## src/rtl/disp_pkg.sv

```systemverilog
// Shared display constants and types for the XVGA overlay path.
package disp_pkg;

    localparam int H_ACTIVE = 1024;
    localparam int V_ACTIVE = 768;
    localparam int COLOR_W  = 24;
    localparam int PX_W     = 11;
    localparam int PY_W     = 10;

    typedef enum logic {
        FILL   = 1'b0,
        COMMIT = 1'b1
    } plot_state_t;

    typedef struct packed {
        logic               vis;
        logic [PX_W-1:0]    px;
        logic [PY_W-1:0]    py;
        logic [COLOR_W-1:0] color;
    } obj_t;

    // Wrapped or negative upstream coordinates land outside the visible raster.
    // Such entries are kept in the list but are never drawn.
    function automatic logic on_screen(input logic [PX_W-1:0] px,
                                       input logic [PY_W-1:0] py);
        return (px < PX_W'(H_ACTIVE)) && (py < PY_W'(V_ACTIVE));
    endfunction

endpackage

```

## src/rtl/dot_hit.sv

```systemverilog
// One object slot's comparator: is the raster position inside this object's square dot?
module dot_hit
    import disp_pkg::*;
#(
    parameter int DOT_HALF = 3
) (
    input  logic [PX_W-1:0] px,
    input  logic [PY_W-1:0] py,
    input  logic [PX_W-1:0] hcount,
    input  logic [PY_W-1:0] vcount,
    input  logic            vis,
    output logic            hit
);

    localparam logic signed [11:0] HALF = 12'(DOT_HALF);

    logic signed [11:0] dx;
    logic signed [11:0] dy;

    // Signed 12-bit distances mean a dot near column 0 clips at the left edge
    // instead of wrapping around to the far right of the line.
    always_comb begin
        dx  = $signed({1'b0, hcount}) - $signed({1'b0, px});
        dy  = $signed({2'b00, vcount}) - $signed({2'b00, py});
        hit = vis && (dx >= -HALF) && (dx <= HALF) && (dy >= -HALF) && (dy <= HALF);
    end

endmodule

```

## src/rtl/obj_plotter.sv

```systemverilog
// Double-buffered object list overlay: fills a back bank from a valid/ready stream,
// swaps it in at frame_start, and paints one square dot per object with 2-clock latency.
module obj_plotter
    import disp_pkg::*;
#(
    parameter int MAX_OBJ  = 8,
    parameter int DOT_HALF = 3
) (
    input  logic               clock,
    input  logic               reset_n,
    input  logic               in_valid,
    output logic               in_ready,
    input  logic [PX_W-1:0]    in_px,
    input  logic [PY_W-1:0]    in_py,
    input  logic [COLOR_W-1:0] in_color,
    input  logic               in_last,
    input  logic [PX_W-1:0]    hcount,
    input  logic [PY_W-1:0]    vcount,
    input  logic               hsync,
    input  logic               vsync,
    input  logic               blank,
    output logic [COLOR_W-1:0] pixel_out,
    output logic               hsync_out,
    output logic               vsync_out,
    output logic               blank_out,
    output logic               frame_done,
    output logic               overflow
);

    localparam int CNT_W = $clog2(MAX_OBJ + 1);
    localparam int IDX_W = (MAX_OBJ > 1) ? $clog2(MAX_OBJ) : 1;

    plot_state_t        state;
    logic [CNT_W-1:0]   wp;
    logic [CNT_W-1:0]   front_count;
    logic               front_sel;
    logic               back_sel;
    logic               frame_start;
    obj_t               bank [2][MAX_OBJ];

    logic [MAX_OBJ-1:0] hit_comb;
    logic [MAX_OBJ-1:0] hit_q;
    logic               blank_d;
    logic               hsync_d;
    logic               vsync_d;
    logic [COLOR_W-1:0] sel_color;

    assign back_sel    = ~front_sel;
    assign frame_start = (vcount == PY_W'(V_ACTIVE)) && (hcount == '0);

    // Fill/commit control: writes the back bank, then swaps banks only at
    // frame_start so the visible list never changes mid-frame.
    always_ff @(posedge clock or negedge reset_n) begin
        if (!reset_n) begin
            state       <= FILL;
            wp          <= '0;
            overflow    <= 1'b0;
            frame_done  <= 1'b0;
            in_ready    <= 1'b0;
            front_sel   <= 1'b0;
            front_count <= '0;
            for (int b = 0; b < 2; b++) begin
                for (int i = 0; i < MAX_OBJ; i++) begin
                    bank[b][i] <= '0;
                end
            end
        end else begin
            frame_done <= 1'b0;
            case (state)
                FILL: begin
                    in_ready <= 1'b1;
                    if (in_valid && in_ready) begin
                        if (wp < CNT_W'(MAX_OBJ)) begin
                            bank[back_sel][wp[IDX_W-1:0]] <= '{vis:   on_screen(in_px, in_py),
                                                               px:    in_px,
                                                               py:    in_py,
                                                               color: in_color};
                            wp <= wp + CNT_W'(1);
                        end else begin
                            overflow <= 1'b1;
                        end
                        if (in_last) begin
                            state    <= COMMIT;
                            in_ready <= 1'b0;
                        end
                    end
                end
                COMMIT: begin
                    in_ready <= 1'b0;
                    if (frame_start) begin
                        front_sel   <= back_sel;
                        front_count <= wp;
                        wp          <= '0;
                        overflow    <= 1'b0;
                        frame_done  <= 1'b1;
                        state       <= FILL;
                        in_ready    <= 1'b1;
                    end
                end
                default: state <= FILL;
            endcase
        end
    end

    // One comparator per slot against the front bank; empty slots never hit.
    for (genvar i = 0; i < MAX_OBJ; i++) begin : g_slot
        localparam logic [CNT_W-1:0] IDX = CNT_W'(i);
        dot_hit #(
            .DOT_HALF(DOT_HALF)
        ) u_hit (
            .px    (bank[front_sel][i].px),
            .py    (bank[front_sel][i].py),
            .hcount(hcount),
            .vcount(vcount),
            .vis   (bank[front_sel][i].vis && (IDX < front_count)),
            .hit   (hit_comb[i])
        );
    end

    // Stage 1: register the hit vector together with the first sync/blank delay.
    always_ff @(posedge clock or negedge reset_n) begin
        if (!reset_n) begin
            hit_q   <= '0;
            blank_d <= 1'b1;
            hsync_d <= 1'b1;
            vsync_d <= 1'b1;
        end else begin
            hit_q   <= hit_comb;
            blank_d <= blank;
            hsync_d <= hsync;
            vsync_d <= vsync;
        end
    end

    // Priority select: scanning downward lets the lowest-index hit win overlaps.
    always_comb begin
        sel_color = '0;
        for (int i = MAX_OBJ - 1; i >= 0; i--) begin
            if (hit_q[i]) begin
                sel_color = bank[front_sel][i].color;
            end
        end
    end

    // Stage 2: final pixel, forced black during blanking, with matching sync delay.
    always_ff @(posedge clock or negedge reset_n) begin
        if (!reset_n) begin
            pixel_out <= '0;
            hsync_out <= 1'b1;
            vsync_out <= 1'b1;
            blank_out <= 1'b1;
        end else begin
            pixel_out <= blank_d ? '0 : sel_color;
            hsync_out <= hsync_d;
            vsync_out <= vsync_d;
            blank_out <= blank_d;
        end
    end

endmodule

```

## config.mk

```make
export PLATFORM = sky130hd
export DESIGN_NAME = obj_plotter
export DESIGN_NICKNAME = d
export VERILOG_FILES = /design/src/rtl/disp_pkg.sv /design/src/rtl/dot_hit.sv /design/src/rtl/obj_plotter.sv
export SDC_FILE = /design/constraint.sdc
export NUM_CORES = 2
export LEC_CHECK = 0
export CAP_MARGIN = 10
export CELL_PAD_IN_SITES_DETAIL_PLACEMENT = 1
export CELL_PAD_IN_SITES_GLOBAL_PLACEMENT = 2
export CORE_MARGIN = 1
export CORE_UTILIZATION = 40
export CTS_CLUSTER_DIAMETER = 50
export DETAILED_ROUTE_END_ITERATION = 8
export PLACE_DENSITY = 0.84
export SYNTH_ARGS = -nofsm -noshare
export SYNTH_HDL_FRONTEND = slang
export SYNTH_SLANG_ARGS = --single-unit
export TNS_END_PERCENT = 5
```

## constraint.sdc

```tcl
create_clock -name clock -period 3.9 [get_ports clock]
set_clock_uncertainty 0.1 [all_clocks]
set_input_delay 0.78 -clock clock [delete_from_list [all_inputs] [get_ports clock]]
set_output_delay 0.78 -clock clock [all_outputs]
set_load 0.1 [all_outputs]
```

## Yosys cells after proc, flatten, opt, wreduce, memory -nomap -nowiden

Index checks and enable logic that the tools add are counted.

- Multiplexer cells: 34
- Reduce and logical (&&, ||, !) cells: 50
- Bitwise gates (word level): 5
- $add $sub $neg: 17
- $lt $le $gt $ge: 48
- Equality and inequality tests: 5

Operators with widths:

| kind | number |
|---|---|
| $mux 368 | 4 |
| $bwmux 736 | 1 |
| $demux 368 s1 | 1 |
| $mux 24 | 9 |
| $ge 12x3->1 const B | 16 |
| $le 12x3->1 const B | 16 |
| $demux 46 s3 | 1 |
| $sub 11x11->12 | 8 |
| $sub 10x10->11 | 8 |
| $mux 46 | 1 |
| $logic_and 1x1->1 | 45 |
| $lt 3x4->1 const A | 4 |
| $mux 4 | 3 |
| $logic_not 11->1 | 1 |
| $lt 11x11->1 const B | 1 |
| $eq 10x10->1 const B | 1 |
| $lt 10x10->1 const B | 1 |
| $mux 1 | 10 |
| $reduce_and 3->1 | 3 |
| $lt 1x4->1 const A | 2 |
| $lt 2x4->1 const A | 2 |
| $pmux 4 s2 | 1 |
| $ne 2x2->1 const B | 3 |
| $pmux 1 s2 | 3 |
| other kinds (11) | 14 |

- Bits of input ports: 73
- Register bits after elaboration: 787
- Word-level logic and storage cells: 238
- Output and inout bits: 30

## Depth between registers and ports, before layout

- Depth in word-level cells: 13
- Gate-level depth with buffers: 16
- Gate-level depth less buffers: 12

## Hierarchy

Synthesis repeated with hierarchy kept, for this count alone.

- Cells, all modules: 3677
- Area, all modules: 43783.2 um2

By module, submodules not included:

| module | sequential area each (um2) | times used | cells each | area each (um2) |
|---|---|---|---|---|
| obj_plotter | 19701.4 | 1 | 2387 | 34834.7 |
| dot_hit (g_slot[2].u_hit ...) | 0.0 | 4 | 167 | 1149.9 |
| dot_hit (g_slot[0].u_hit ...) | 0.0 | 2 | 144 | 1028.5 |
| dot_hit (g_slot[1].u_hit) | 0.0 | 1 | 175 | 1196.1 |
| dot_hit (g_slot[6].u_hit) | 0.0 | 1 | 159 | 1096.1 |

## Worst setup path before layout

OpenSTA, ideal clock, no wires.

- Path kind: register to register
- From: register front_sel
- To: register hit_q[0]
- Clock period less this slack: 4.254 ns
- Stages on the path, launching flop included: 16
- Setup time: 0.082 ns
- Arrival: 4.072 ns
- Required time: 3.718 ns
- Buffers on the path: 5
- Path slack: -0.354 ns
- Cells stage by stage: dfrtp_1 buf_2 buf_2 buf_2 buf_1 buf_2 mux2i_1 fa_1 a211o_1 a211oi_1 nor2_1 o22ai_1 a21oi_1 or4_1 a211o_1 a22oi_2

- Longest elaborated chain between the ends: 10
- Elaborated cells between the ends (all ways): 15
- Those cells by class: add/sub: 2; order compare: 4; mux: 3; bitwise: 1; reduce/logical: 5

RTL lines:

| item | line | source |
|---|---|---|
| start: declaration | obj_plotter.sv:36 | `logic front_sel;` |
| start signal: assignment | obj_plotter.sv:91 | `front_sel <= back_sel;` |
| $not 1->2 (implied by the code) * | obj_plotter.sv:111, obj_plotter.sv:112, obj_plotter.sv:115 |  |
| $mux 368 * (3 in series) | -- |  |
| $sub 11x11->12 | dot_hit.sv:23 | `dx = $signed({1'b0, hcount}) - $signed({1'b0, px});` |
| $ge 12x3->1 | dot_hit.sv:25 | `hit = vis && (dx >= -HALF) && (dx <= HALF) && (dy >= -HALF) && (dy <= HALF);` |
| $logic_and 1x1->1 (3 in series) | dot_hit.sv:25 |  |
| $logic_and 1x1->1 * | dot_hit.sv:25 |  |
| net g_slot[0].u_hit.hit | dot_hit.sv:12 | `output logic hit` |
| end signal: assignment | obj_plotter.sv:128 | `hit_q <= hit_comb;` |
| end: declaration | obj_plotter.sv:42 | `logic [MAX_OBJ-1:0] hit_q;` |

The timed path passes the listed nets; every way through them passes the cells marked *. The select of a mux whose other input is x is not followed.
A chain may end at the register's enable or synchronous reset.

## Worst setup path after layout

- From: register front_sel
- To: register hit_q[2]

- Longest elaborated chain between the ends: 10
- Elaborated cells between the ends (all ways): 15
- Those cells by class: add/sub: 2; order compare: 4; mux: 3; bitwise: 1; reduce/logical: 5

RTL lines:

| item | line |
|---|---|
| $not 1->2 (implied by the code) * | obj_plotter.sv:111, obj_plotter.sv:112, obj_plotter.sv:115 |
| $mux 368 * (3 in series) | -- |
| $sub 11x11->12 | dot_hit.sv:23 |
| $ge 12x3->1 | dot_hit.sv:25 |
| $logic_and 1x1->1 (3 in series) | dot_hit.sv:25 |
| $logic_and 1x1->1 * | dot_hit.sv:25 |
| net g_slot[2].u_hit.hit | dot_hit.sv:12 |

Marks and branches as above.

==> metrics.md <==
| Metric | Value |
|---|---|
| Status | `complete, but fails checks` |
| Failing checks | `DRC` |
| VDD IR-drop max | `0.3346 mV` |
| Clock Sinks | `787` |
| Mapped Cells | `3531` |
| Synth Area per Inst | `12.05 um2` |
| Final WL | `124.2 mm` |
| Slew HR | `20.77%` |
| Period utilization | `98.67%` |
| TritonCTS clock tree | `built` |
| Register area | `0.01971 mm2` |
| Setup TNS | `0 ps` |
| Drt pass-1 iters | `7` |
| Most numerous cell in the Yosys netlist | `mux2_2` |
| Fin. Hold Viols | `0` |
| Net count reported at finish | `4036` |
| Root buffer cell | `clkbuf_16` |
| Fillers | `10.92k` |
| Routed length per instance | `23.63 um` |
| Clock buffer depth | `3` |
| Pwr Density | `434.7 mW/mm2` |
| Tmin final | `3848 ps` |
| Max Fanout on Critical Path | `11` |
| Effective utilization at floorplan | `40.37%` |
| Layout cell share with drive strength beyond 1 | `33.44%` |
| Largest net degree at the start of global routing | `99` |
| # hold bufs at CTS | `0` |
| Routed via count | `29.69k` |
| Placer congestion estimate | `0.8329` |
| Core Area | `0.1054 mm2` |
| Synth cell count leaders | `mux2_2 (787), dfrtp_1 (781), mux2i_1 (315)` |
| Sequential share of the synthesized area | `a little under half` |
| Area of the die | `about 0.11 mm2` |
| Total CTS buffers | `108` |
| RSZ-0062 raised after global routing | `true` |
| Min-Delay Path Class | `primary input to async pin` |
| Vias/cell | `about 5.6` |
| Post-synth EDFFs | `0` |
| Finished Cell Area | `0.05079 mm2` |
| Die Wd | `328.2 um` |
| Die height | `328.2 um` |
| Share of the synthesized area in the top cell type | `roughly 46%` |
| Clock transition at the registers of the reported paths | `about 60 ps` |
| Synth Warn # | `0` |
| Overall Global Routing Usage | `23.49%` |
| Antenna-violating nets left | `0` |
| Placed instance area | `0.04669 mm2` |
| Multi-input logic area | `0.02192 mm2` |
| Syn Nets | `3796` |
| Least-Margin Pin Slew | `1185 ps` |
| Post-Syn Area | `0.04256 mm2` |
| Leakage | `22.84 nW` |
| DRC | `18` |
| Max-Cap Viols | `0` |
| Arr. time, crit path | `around 4400 ps` |
| Synth area leader | `dfrtp_1` |
| Synthesized flop and latch total | `787` |
| IO buf count | `102` |
| Iter 0 DRT Violations | `1406` |
| CP Launch Type | `flop` |
| Most area-consuming cells after synthesis | `dfrtp_1 (46%), mux2_2 (21%), mux2i_1 (7.4%), ha_1 (5.2%), a21oi_1 (1.8%)` |
| Worst-Skew Late Latency | `690 ps` |
| P&R area growth vs syn | `19.33%` |
| Top Ports | `103` |
| Dpl hpwl | `78.22 mm` |
| Antenna violations before repair | `3` |
| CP Capture Type | `flop` |
| CTS H-tree depth | `3` |
| First-pass GRT wire length | `195.8 mm` |
| Vias in the first global route | `about 33k` |
| Count of final setup violators | `0` |
| Top_reg_cell synth | `dfrtp_1` |
| Worst path required time | `4430 ps` |
| Cell row count | `119` |
| F_max | `259.9 MHz` |
| Crit path kind | `flop to flop` |
| Library cells used by synthesis | `slightly above 80` |
| Overflow after GRT | `0` |
| FFs w/ async S/R, synth | `100.0%` |
| Max Slew Vio Count | `0` |
critical path: stages (launching register included):
cell and delay [ps]:
dfrtp_4 560, buf_4 170, buf_12 130, buf_4 190, mux2_2 250, ha_1 160
inv_1 50, fa_1 400, a21oi_2 170, o211ai_1 160, o31ai_2 300, buf_4 170
o311ai_1 110, or3_1 430, o31ai_1 200, o221a_2 220
cell usage in the layout (no fill, tap or decap), drive strengths merged, types with 14 or more instances in the layout:
cell type / count
ha: 176
nand4: 23
xor2: 47
nor2: 152
inv: 91
a22oi: 29
o21ai: 87
clkinv: 22
nand2b: 14
nor2b: 28
o21a: 21
a21oi: 161
xnor2: 56
nand2: 131
fa: 16
clkbuf: 146
mux2i: 315
nor3: 54
a221oi: 33
nor4: 24
o211ai: 14
buf: 233
nand3: 41
clkdlybuf4s50: 101
mux2: 788
dfrtp: 781
or3: 21
a21o: 33
layer usage:
metal	vias to the layer above	track usage (%)	share of wire [%]
li1	13470	-	-
met1	15480	29.90	44
met2	510	40.45	50
met3	231	3.569	3.5
met4	2	8.241	3.4
met5	-	0	0.010
through the flow:
stage | setup slack, ps | total power [W] | utilization, % | instances | hold slack [ps]
after floorplan | -43.56 | 0.01083 | - | 3531 | 245.2
after global placement | -312.7 | 0.01166 | 44.29 | 5043 | 246.1
after detailed placement | -374.0 | 0.01183 | 44.29 | 5043 | 249.4
after CTS | 25.38 | 0.02231 | 47.93 | 5248 | 61.31
final | 51.89 | 0.02208 | 48.18 | 5256 | 52.88
after global routing | -92.01 | 0.02300 | 48.18 | 5256 | 75.53
timing repair:
item / in CTS / in global routing
endpoints found under the setup margin: 3 / 7
endpoints found under the hold margin: 0 / 0
setup buffers: 2 / 7
cloned: 0 / 0
pin swaps: 0 / 15
resized for setup: 0 / 37
path summary, 6_finish.rpt:
| kind | cells after the start | endpoint | from | slack [ps] |
|---|---|---|---|---|
| min in group clock | 0 | hsync_out$_DFF_PN1_ | hsync_d$_DFF_PN1_ | 260 |
| min reg2reg | 0 | hsync_out$_DFF_PN1_ | hsync_d$_DFF_PN1_ | 260 |
| max reg2reg | 15 | hit_q[2]$_DFF_PN0_ | front_sel$_DFFE_PN0P_ | 50 |
| min | 1 | bank[699]$_DFFE_PN0P_ | reset_n | 50 |
| max | 15 | hit_q[2]$_DFF_PN0_ | front_sel$_DFFE_PN0P_ | 50 |
| max in group asynchronous | 2 | bank[612]$_DFFE_PN0P_ | reset_n | 2640 |
cell families after synthesis:
kind of cell	count (synthesis)	share of synthesized area (%)
AO/OA/AOI/OAI	502	7.949
XOR/XNOR	103	2.120
adder cells (fa/ha/maj)	192	5.927
buffers and inverters	278	2.755
flip-flops	787	46.29
multiplexers	1103	28.26
AND/OR/NAND/NOR	566	6.700
state kept, by name, indices dropped and copies added, names as in the netlist:
register,flops
hsync_out,1
bank,736
wp,4
vsync_d,1
blank_d,1
state,1
in_ready,1
hsync_d,1
pixel_out,24
hit_q,8
overflow,1
front_sel,1
front_count,4
blank_out,1
frame_done,1
vsync_out,1
final cells by class:
class / count / share of cell area, %
Multi-Input combinational cell: 2466 / 43.17
Inverter: 74 / 0.5469
Clock buffer: 146 / 6.063
Tap cell: 1391 / 3.427
Timing Repair Buffer: 334 / 6.516
Antenna cell: 1 / 0.004927
Clock inverter: 57 / 1.466
Sequential cell: 787 / 38.81
power breakdown:
| part | total [W] | switching [W] | internal [W] |
|---|---|---|---|
| Sequential | 0.00941 | 0.000463 | 0.00895 |
| Clock | 0.0104 | 0.00392 | 0.00645 |
| Combinational | 0.00230 | 0.00117 | 0.00114 |
| Total | 0.0221 | 0.00555 | 0.0165 |
(Power assumes the default switching activity.)
==> edit: new RTL, same flow settings <==
`pixel_out` no longer has a reset.
--- a/src/rtl/obj_plotter.sv
+++ b/src/rtl/obj_plotter.sv
@@ -145,17 +145,19 @@
     // Stage 2: final pixel, forced black during blanking, with matching sync delay.
     always_ff @(posedge clock or negedge reset_n) begin
         if (!reset_n) begin
-            pixel_out <= '0;
             hsync_out <= 1'b1;
             vsync_out <= 1'b1;
             blank_out <= 1'b1;
         end else begin
-            pixel_out <= blank_d ? '0 : sel_color;
             hsync_out <= hsync_d;
             vsync_out <= vsync_d;
             blank_out <= blank_d;
         end
     end
 
+    always_ff @(posedge clock) begin
+        pixel_out <= blank_d ? '0 : sel_color;
+    end
+
 endmodule
 
Check against the original RTL: not settled (the Yosys comparison gave no result); the edit may change what the design does.
==> edit against the original RTL <==
Count of clock-buffer cells in the layout decreased by 10. Sequential cell count unchanged. Synthesized area decreased by 1.1%. Routed wire length is 1.1% lower. Die area fell by 1.1%. Worst setup slack worse by 0.0015 ns. Combinational power increased by 5%. Total power shrank 1.2%. Design area shrank 0.59%.
==> edit: results (changes against the original RTL) <==
- Reg2reg end: hit_q[7] (was hit_q[2])
- Placed Instances: 5114 (was 5043)
- Signal buf overhead: 6.92% (was 6.52%)
- Core Util, Final: 48.6% (was 48.2%)
- Synth cell count leaders: 766 x mux2_2, 757 x dfrtp_1, 287 x mux2i_1 (was 787 x mux2_2, 781 x dfrtp_1, 315 x mux2i_1)
- Area taken by multi-input logic gates: 0.0219 mm^2 (about the same)
- Max-Slew Margin vs Limit: 23.7% (was 20.8%)
- Layout sequential cell count: 787 (unchanged)
- Dpl ws: -0.453 ns (was -0.374 ns)
- Mux contribution to synthesized area: 27.4% (was 28.3%)
- Synth Area in Adders: 5.99% (was 5.93%)
- GR Util met3: 2.61% (was 3.57%)
- Hold_ws: 0.00820 ns (was 0.0529 ns)
- Wire length on met2: 61500 um (about the same)
- Wire length on met3: 3650 um (was 4350 um)
- Fin crit period: 3.85 ns (about the same)
- Syn_nets: 3854 (was 3796)
- Total global-route track usage: 23.2% (was 23.5%)
- Largest net degree at the start of global routing: 104 (was 99)
- N_diodes: 0 (was 1)
- First-pass GRT wire length: 194000 um (was 196000 um)
- Max VDD drop: 0.386 mV (was 0.335 mV)
- Placed inst area: 0.0465 mm^2 (was 0.0467 mm^2)
- Synth Area in XOR/XNOR: 2.41% (was 2.12%)
- Status: finished, final reports clean (was finished, violations left)
- Sequential share of the synthesized area: 46.5% (was 46.3%)
- Power per Cell Area: 432 mW/mm^2 (was 435 mW/mm^2)
- Worst-path maximum fanout: 14 (was 11)
- Initial antenna violation count: 1 (was 3)
- R2R cell count: 13 (was 15)
- Met1 wire length: 54300 um (was 54100 um)
- Number of global-route vias before repair: 32700 (was 33100)
- Comb_multi_in: 2527 (was 2466)
- RePlAce Congestion: 0.850 (was 0.833)
- WL per Instance: 23.1 um (was 23.6 um)
- Synth Area in Compound Gates: 7.66% (was 7.95%)
- Final HPWL DP: 79100 um (was 78200 um)
- Inverters: 63 (was 74)
- Routing usage on met2: 40.5% (about the same)
- CTS Buf Count: 102 (was 108)
- Leakage power figure: 22.5 nW (was 22.8 nW)
- Sequential share of cell area: 38.8% (about the same)
- Synth cell types: 70 (was 83)
- Vias post-DR: 29800 (was 29700)
- Layout fillers: 10800 (was 10900)
==> edit: cell types whose count changed after synthesis, sizes merged, moves of 12 or more <==
cell,before,now
nand2,131,242
o21ai,87,136
mux2i,315,287
dfrtp,781,757
dfxtp,0,24
o22ai,3,27
a22oi,29,6
mux2,788,768
a21o,33,18
o21a,21,33
==> edit: timing repair <==
item | in CTS | in global routing
setup endpoints to repair | 6 | 8
pin swaps | 0 | 37
resized for setup | 3 | 81
gates cloned | 0 | 1
hold buffers | 0 | 0
buffers inserted | 5 | 3
==> edit: worst max-delay path: stages (launching register included) <==
cell	delay (ns)
dfrtp_4	0.56
buf_4	0.26
mux2_2	0.27
ha_1	0.18
inv_1	0.09
fa_1	0.39
a21oi_1	0.14
nor2b_1	0.08
o31a_1	0.25
o41a_1	0.34
or3_1	0.37
a2111oi_2	0.40
o211ai_1	0.17
a22oi_2	0.17
==> edit: power by group <==
group	switching [W]	leakage, nW	internal [W]
sequential	0.000536	10.6	0.00905
clock	0.00388	1.73	0.00592
combinational	0.00122	10.2	0.00120
